--- src/rtl/rng_word_collector.sv ---
// ----------------------------------------------------------------------------
// rng_word_collector
//
// Packs the serial bit stream of a padlock-style TRNG (rnd_bit qualified by
// bit_valid) into WORD_W-bit words and queues them in a DEPTH-entry FIFO that
// is drained over a valid/ready handshake.
//
// Parameters:
//   WORD_W  output word width in bits (>= 2)
//   DEPTH   FIFO depth in words (>= 2, power of two)
//
// Ports:
//   clk         system clock
//   rst         asynchronous active-high reset
//   en          collection enable; 0 ignores incoming bits, partial word held
//   flush       synchronous clear of partial word, FIFO and debias state
//   rnd_bit     raw random bit from the TRNG
//   bit_valid   rnd_bit qualifier; one bit consumed per high cycle
//   word_out    FIFO head word (0 while the FIFO is empty)
//   word_valid  FIFO non-empty
//   word_ready  consumer accepts word_out this cycle
//   level       number of words currently held in the FIFO
//   overflow    sticky flag: a completed word was dropped because of a full FIFO
//   clr_ovf     synchronous clear of overflow (a same-edge drop wins)
//
// Optional feature (compile-time macro VN_DEBIAS_EN):
//   When defined, a von Neumann debiaser filters the raw stream before the
//   shift register: pairs 10/01 yield the first bit, pairs 11/00 yield nothing.
//   When undefined, every qualified raw bit goes straight to the shift register.
// ----------------------------------------------------------------------------
module rng_word_collector #(
    parameter int WORD_W = 8,
    parameter int DEPTH  = 4
) (
    input  logic                         clk,
    input  logic                         rst,
    input  logic                         en,
    input  logic                         flush,
    input  logic                         rnd_bit,
    input  logic                         bit_valid,
    output logic [WORD_W-1:0]            word_out,
    output logic                         word_valid,
    input  logic                         word_ready,
    output logic [$clog2(DEPTH+1)-1:0]   level,
    output logic                         overflow,
    input  logic                         clr_ovf
);

    localparam int CNT_W = $clog2(WORD_W);
    localparam int PTR_W = $clog2(DEPTH);
    localparam int LVL_W = $clog2(DEPTH+1);

    localparam logic [CNT_W-1:0] CNT_LAST = CNT_W'(WORD_W - 1);
    localparam logic [LVL_W-1:0] LVL_FULL = LVL_W'(DEPTH);

    // Next FIFO fill level; push and pop are pre-qualified so the result
    // always stays inside 0..DEPTH.
    function automatic logic [LVL_W-1:0] level_next(
        input logic [LVL_W-1:0] cur,
        input logic             push,
        input logic             pop
    );
        logic [LVL_W-1:0] nxt;
        nxt = cur;
        if (push && !pop) begin
            nxt = cur + LVL_W'(1);
        end else if (pop && !push) begin
            nxt = cur - LVL_W'(1);
        end
        return nxt;
    endfunction

    // ------------------------------------------------------------------
    // Stage p0: accepted-bit selection (optionally von Neumann debiased)
    // ------------------------------------------------------------------
    logic acc_bit_p0;
    logic vld_p0;

`ifdef VN_DEBIAS_EN
    localparam logic [0:0] WAIT_FIRST  = 1'b0;
    localparam logic [0:0] WAIT_SECOND = 1'b1;

    logic [0:0] vn_state;
    logic       vn_b0;

    always_ff @(posedge clk or posedge rst) begin
        if (rst) begin
            vn_state <= WAIT_FIRST;
            vn_b0    <= 1'b0;
        end else if (flush) begin
            vn_state <= WAIT_FIRST;
            vn_b0    <= 1'b0;
        end else if (en && bit_valid) begin
            if (vn_state == WAIT_FIRST) begin
                vn_b0    <= rnd_bit;
                vn_state <= WAIT_SECOND;
            end else begin
                vn_state <= WAIT_FIRST;
            end
        end
    end

    // Only an unequal pair produces a bit, and that bit is the first of the pair.
    always_comb begin
        acc_bit_p0 = vn_b0;
        vld_p0     = en && bit_valid && (vn_state == WAIT_SECOND) && (rnd_bit != vn_b0);
    end
`else
    always_comb begin
        acc_bit_p0 = rnd_bit;
        vld_p0     = en && bit_valid;
    end
`endif

    // ------------------------------------------------------------------
    // Stage p1: shift register and word completion
    // ------------------------------------------------------------------
    logic [WORD_W-1:0] sreg_p1;
    logic [CNT_W-1:0]  bit_cnt_p1;
    logic [WORD_W-1:0] word_p1;
    logic              vld_p1;

    // New bits enter at the top, so the first bit of a word ends in bit 0.
    always_comb begin
        word_p1 = {acc_bit_p0, sreg_p1[WORD_W-1:1]};
        vld_p1  = vld_p0 && (bit_cnt_p1 == CNT_LAST);
    end

    // ------------------------------------------------------------------
    // Stage p2: word FIFO
    // ------------------------------------------------------------------
    logic [WORD_W-1:0] mem_p2 [DEPTH];
    logic [PTR_W-1:0]  wr_ptr;
    logic [PTR_W-1:0]  rd_ptr;
    logic              full;
    logic              pop;
    logic              push;
    logic              drop;

    always_comb begin
        full = (level == LVL_FULL);
        pop  = word_valid && word_ready && !flush;
        // A pop on the same edge frees the slot the completing word needs.
        push = vld_p1 && (!full || pop) && !flush;
        drop = vld_p1 && full && !pop && !flush;
    end

    always_ff @(posedge clk or posedge rst) begin
        if (rst) begin
            sreg_p1    <= '0;
            bit_cnt_p1 <= '0;
            wr_ptr     <= '0;
            rd_ptr     <= '0;
            level      <= '0;
            overflow   <= 1'b0;
        end else begin
            if (flush) begin
                sreg_p1    <= '0;
                bit_cnt_p1 <= '0;
                wr_ptr     <= '0;
                rd_ptr     <= '0;
                level      <= '0;
            end else begin
                if (vld_p0) begin
                    sreg_p1    <= word_p1;
                    // Wraps to 0 even when the completed word is dropped.
                    bit_cnt_p1 <= (bit_cnt_p1 == CNT_LAST) ? '0 : bit_cnt_p1 + CNT_W'(1);
                end
                if (push) begin
                    wr_ptr <= wr_ptr + PTR_W'(1);
                end
                if (pop) begin
                    rd_ptr <= rd_ptr + PTR_W'(1);
                end
                level <= level_next(level, push, pop);
            end

            if (drop) begin
                overflow <= 1'b1;
            end else if (clr_ovf) begin
                overflow <= 1'b0;
            end
        end
    end

    // Storage is not reset; word_out is masked while the FIFO is empty.
    always_ff @(posedge clk) begin
        if (push) begin
            mem_p2[wr_ptr] <= word_p1;
        end
    end

    always_comb begin
        word_valid = (level != '0);
        word_out   = word_valid ? mem_p2[rd_ptr] : '0;
    end

endmodule

--- config.mk ---
export PLATFORM = sky130hd
export DESIGN_NAME = rng_word_collector
export DESIGN_NICKNAME = d
export VERILOG_FILES = /design/src/rtl/rng_word_collector.sv
export SDC_FILE = /design/constraint.sdc
export NUM_CORES = 1
export LEC_CHECK = 0
export BUFFER_PORTS_ARGS = -buffer_cell sky130_fd_sc_hd__buf_2
export CAP_MARGIN = 10
export CELL_PAD_IN_SITES_DETAIL_PLACEMENT = 1
export CELL_PAD_IN_SITES_GLOBAL_PLACEMENT = 2
export CORE_UTILIZATION = 41
export DETAILED_ROUTE_END_ITERATION = 16
export PLACE_DENSITY_LB_ADDON = 0.12
export SYNTH_ARGS = -nofsm -noshare
export SYNTH_HDL_FRONTEND = slang
export SYNTH_SLANG_ARGS = --single-unit
--- constraint.sdc ---
create_clock -name clk -period 3 [get_ports clk]
set_input_delay 0.6 -clock clk [delete_from_list [all_inputs] [get_ports clk]]
set_output_delay 0.6 -clock clk [all_outputs]
set_load 0.05 [all_outputs]
-- Word level (Yosys, flattened, before mapping)
Memories as Yosys holds them, arrays and structs flattened.
Index checks and enable logic that the tools add are counted.
- add/sub/neg operators: 5
- equal/unequal tests: 2
- mux-type cells: 17
- reduce and logical (&&, ||, !) cells: 22
- operator list (cell ; count):
    $mux 8 ; 3
    $mux 3 ; 6
    $logic_and 1x1->1 ; 11
    $mux 2 ; 4
    $reduce_bool 2->1 ; 4
    $add 3x1->3 const B ; 2
    $eq 3x3->1 const B ; 2
    $reduce_bool 3->1 ; 2
    $add 2x1->2 const B ; 2
    $logic_not 1->1 ; 4
    $mux 1 ; 4
    $sub 3x1->3 const B ; 1
    $logic_or 1x1->1 ; 1
- register bits after elaboration: 19
- memory bits (writable): 32
- bits of input ports: 8
- logic and storage cells: 53
- memories kept: 1
- memory list (name ; depth ; width ; read ports ; clocked after memory_dff ; wr ports ; line ; RTL):
    mem_p2 ; 4 ; 8 ; 1 ; 0 ; 1 ; 132 ; logic [WORD_W-1:0] mem_p2 [DEPTH];

-- Longest topological paths before layout
- depth after elaboration: 11
- depth in mapped cells: 10

-- Least setup slack after synthesis
OpenSTA, ideal clock, no wires.
- path type: register -> register
- start point: register level[1]
- end point: register level[1]
- library setup time: 0.077 ns
- data arrival time: 3.045 ns
- setup slack: -0.122 ns
- stages on the path, launching flop included: 10
- buffers on the path: 1
- period minus slack after synthesis: 3.122 ns
- cell sequence: dfrtp_1 > or3_1 > clkbuf_1 > o21ai_1 > and3_1 > fa_1 > o2111a_1 > a221oi_1 > a21oi_1 > a21oi_1
- cells in the longest elaborated chain, start to end: 9
- RTL lines (element ; line ; RTL):
    start: declaration ; 44 ; output logic [$clog2(DEPTH+1)-1:0] level,
    start signal: assignment ; 175 ; level <= level_next(level, push, pop);
    $reduce_bool 3->1 (*) ; 194 ; word_valid = (level != '0);
    via word_valid ; 42 ; output logic word_valid,
    $logic_and 1x1->1 (*) (2 in a row) ; 142 ; pop = word_valid && word_ready && !flush;
    $logic_or 1x1->1 ; 144 ; push = vld_p1 && (!full || pop) && !flush;
    $logic_and 1x1->1 (2 in a row) ; 144 ;
    $logic_and 1x1->1 or $logic_not 1->1 (tied branches) ; 65, 67 ;
    $mux 3 or $logic_and 1x1->1 (tied branches) ; 65, 67 ;
    $mux 3 or $reduce_bool 3->1 (tied branches) ; - ;
The timed path passes the listed nets; every way through them passes the cells marked *. The select of a mux whose other input is x is not followed.
A chain may end at the register's enable or synchronous reset.

-- Worst setup path in the final report
- start point: register bit_cnt_p1[0]
- end point: register level[1]
- cells in the longest elaborated chain, start to end: 7
- RTL lines (element ; line ; RTL):
    start: declaration ; 119 ; logic [CNT_W-1:0] bit_cnt_p1;
    start signal: assignment ; 167 ; bit_cnt_p1 <= (bit_cnt_p1 == CNT_LAST) ? '0 : bit_cnt_p1 + CNT_W'(1);
    $eq 3x3->1 (*) ; 126 ; vld_p1 = vld_p0 && (bit_cnt_p1 == CNT_LAST);
    $logic_and 1x1->1 (*) ; 126 ;
    $logic_and 1x1->1 (*) (2 in a row) ; 144 ;
    $logic_and 1x1->1 or $logic_not 1->1 (tied branches) ; 65, 67 ;
    $mux 3 or $logic_and 1x1->1 (tied branches) ; 65, 67 ;
    $mux 3 or $reduce_bool 3->1 (tied branches) ; - ;
Every way passes the cells marked *; elsewhere a longest branch is shown, timed or not.

==> flow_summary.toml <==
[critical_path]
r2r_end = "level[1]$_DFFE_PP0P_"
slowest_delay_ps = 460
path_class = "reg -> reg"
crit_chain = "ha_1 > ha_1 > and3_1 > and3_1 > fa_1 > o2111a_1 > a221oi_1 > a21oi_1 > a21oi_1"
critPathMaxFanout = 6
crit_cells = 9
crit_end = "level[1]$_DFFE_PP0P_"
timing.rr.start = "bit_cnt_p1[0]$_DFFE_PP0P_"
r2r_cells = 9
crit_required_ps = 3230
crit_slowest_cell = "fa_1"
critPathLaunchType = "flop"
r2r_slack_ps = 380
path_delay_family = "adder cells"
cp-startpoint = "bit_cnt_p1[0]$_DFFE_PP0P_"
worst-path-buf-inv = 0
worst_setup_path_end_kind = "flop"
arrival_ps = 2850

[synth]
synth_edf_count = 32
synth_ff_type = "edfxtp_1"
yosysTopAreaCell = "edfxtp_1"
ys_seq_elements = 50
synth_common_cells = "edfxtp_1 (32), nand2_1 (22), dfrtp_1 (18)"
ys_top_cells_by_area = "edfxtp_1 (42%), dfrtp_1 (20%), mux4_2 (7.9%), nand2_1 (3.6%), and2_1 (3.6%)"
ys_seq_area_share_pct = 62.1
yosysWarnings = 0
async_flop_share_pct = 36.0
synth.most_common_cell = "edfxtp_1"
synth.distinct_cells = 37
netlist_area_um2 = 2270
synth.top_cell.area_share_pct = 42.3
syn_nets = 185
syn_inst = 170
avgSynthCellArea_um2 = 13.4

[detailed_routing]
ant_nets = 0
via_count = 1379
drt-initial-drc-count = 64
drc = 0
vias_per_cell = 5.28
wl_per_cell_um = 17.2
wl_mm = 4.49
drt_pre_antenna_iters = 4

[cts]
root_buffer = "clkbuf_8"
numCtsBuffers = 5
post-cts-setup-buffers = 0
cts_resized = 0
hold_buffers = 0
cts_htree_levels = 2
cts_tree = "yes"
clock_path_buffers = 2
clkTransAtPathRegs_ps = 90
clock_latency_ps = 300
cts.sinks = 50

[global_route]
grt_pass1_vias = 1498
grt.overflow.total = 0
grt_usage_pct = 17.1
grt_max_degree = 21
grt.met2_usage_pct = 30.6
met1_usage_pct = 20.9
antenna_found_initial = 0
use_met3_pct = 2.99
top_usage_layer = "met2"
grt_pass1_wl_mm = 7.60

[layout]
drive_gt1_share_pct = 22.0
area_growth_pct = 11.0
nets = 205
n_antenna_cell = 0
fillers = 568

[sta]
post-route-period-util_pct = 87.3
setup_tns_ps = 0
grt_setup_unrepaired = "no"
period_minus_slack_ps = 2620
max-slew-margin-rel_pct = 51.9
clock_skew_ps = 5.78
slew_viol_final = 0
tightest_slew_ps = 721
clock.fmax_mhz = 382
setup_viol = 0
hold_viol = 0

[floorplanning]
row_count = 26
die_w_um = 76.5
start_util_pct = 43.4
die-area_um2 = 5850
dieHeight_um = 76.5
ios = 21
coreArea_um2 = 5240

[place]
gp_congestion = 0.732
port_buffers = 20
dpl.hpwl_mm = 3.21

[power_and_ir_drop]
p_total_w = 0.00173
ir_worst_vdd_v = 0.000305
leakage_nw = 0.971
power_density_nw_per_um2 = 684

[run]
cap_viol_max_count = 0

[run_status]
outcome = "complete, no violations"

[hold_path]
worstHoldPathType = "in -> async"
[metrics by stage]
| stage | hold WS [ps] | cells | setup slack [ps] | utilization, % | area [µm²] |
|---|---|---|---|---|---|
| floorplan | 476 | 170 | 104 | - | 2270 |
| finish | 400 | 261 | 380 | 48.2 | 2520 |
| global placement | 494 | 253 | 506 | 46.4 | 2430 |
| detailed placement | 481 | 253 | 383 | 46.4 | 2430 |
| CTS | 424 | 261 | 340 | 48.2 | 2520 |
| global route | 450 | 261 | 220 | 48.2 | 2520 |
[registers in the layout (all words and copies together), names as in the netlist]
name        flops
level           3
mem_p2         32
bit_cnt_p1      3
wr_ptr          2
overflow        1
rd_ptr          2
sreg_p1         7
[placed cells by master (no fill, tap or decap), types with 2 or more instances in the layout]
cell type and instances:
a21oi_1 14, and2_1 13, and3_1 2, buf_2 20, buf_4 2, clkbuf_8 5
dfrtp_1 18, edfxtp_1 32, ha_1 6, inv_1 7, mux4_2 8, nand2_1 22
nand3_1 2, nor2_1 6, nor3_1 2, o211ai_1 2, o21ai_1 2, or3_1 4
xnor2_1 3, xor2_1 2
[power breakdown]
part           internal, W  leakage (nW)  switching, W  total [W]
Clock             0.000164        0.0441      0.000226   0.000390
Sequential        0.000743         0.549     0.0000557   0.000799
Combinational     0.000183         0.377      0.000354   0.000537
Total              0.00109         0.971      0.000635    0.00173
[worst register-to-register path, cell delays in order, from the launching register on]
cell and delay [ps]:
dfrtp_1 410, ha_1 210, ha_1 250, and3_1 270
and3_1 200, fa_1 460, o2111a_1 270, a221oi_1 300
a21oi_1 70, a21oi_1 120
[worst min-delay path by stage]
stage                            from                        end  slack (ps)  cells past startpoint
5_1_grt                           rst     sreg_p1[4]$_DFFE_PP0P_         450                      2
6_report                          rst     sreg_p1[2]$_DFFE_PP0P_         400                      2
3_3_place_gp     overflow$_DFFE_PP0P_       overflow$_DFFE_PP0P_         490                      1
4_1_cts                           rst  bit_cnt_p1[2]$_DFFE_PP0P_         420                      2
2_1_floorplan  sreg_p1[1]$_DFFE_PP0P_     mem_p2[0][0]$_DFFE_PP_         480                      0
3_5_place_dp     overflow$_DFFE_PP0P_       overflow$_DFFE_PP0P_         480                      1
[cell type report]
cell class	count	area, µm²	area share (%)
timing repair buffer	22	115	4.56
multi-input combinational	104	792	31.4
sequential	50	1410	56.0
tap	70	87.6	3.47
clock buffer	5	68.8	2.73
inverter	7	26.3	1.04
clock inverter	3	21.3	0.843
[logic make-up after synthesis]
| kind of cell | after synthesis | share of synthesized area [%] |
|---|---|---|
| fa+ha+maj | 7 | 4.18 |
| simple gates | 57 | 13.2 |
| compound gates | 27 | 7.60 |
| buf+inv | 16 | 3.08 |
| mux | 8 | 7.93 |
| flops | 50 | 62.1 |
| xor+xnor | 5 | 1.93 |
[routing by layer]
metal	wire length [µm]	vias to the layer above
li1	-	654
met1	1930	695
met2	2380	23
met3	128	7
met4	55	0
met5	0	-
Power figures use the tool's default switching activity.
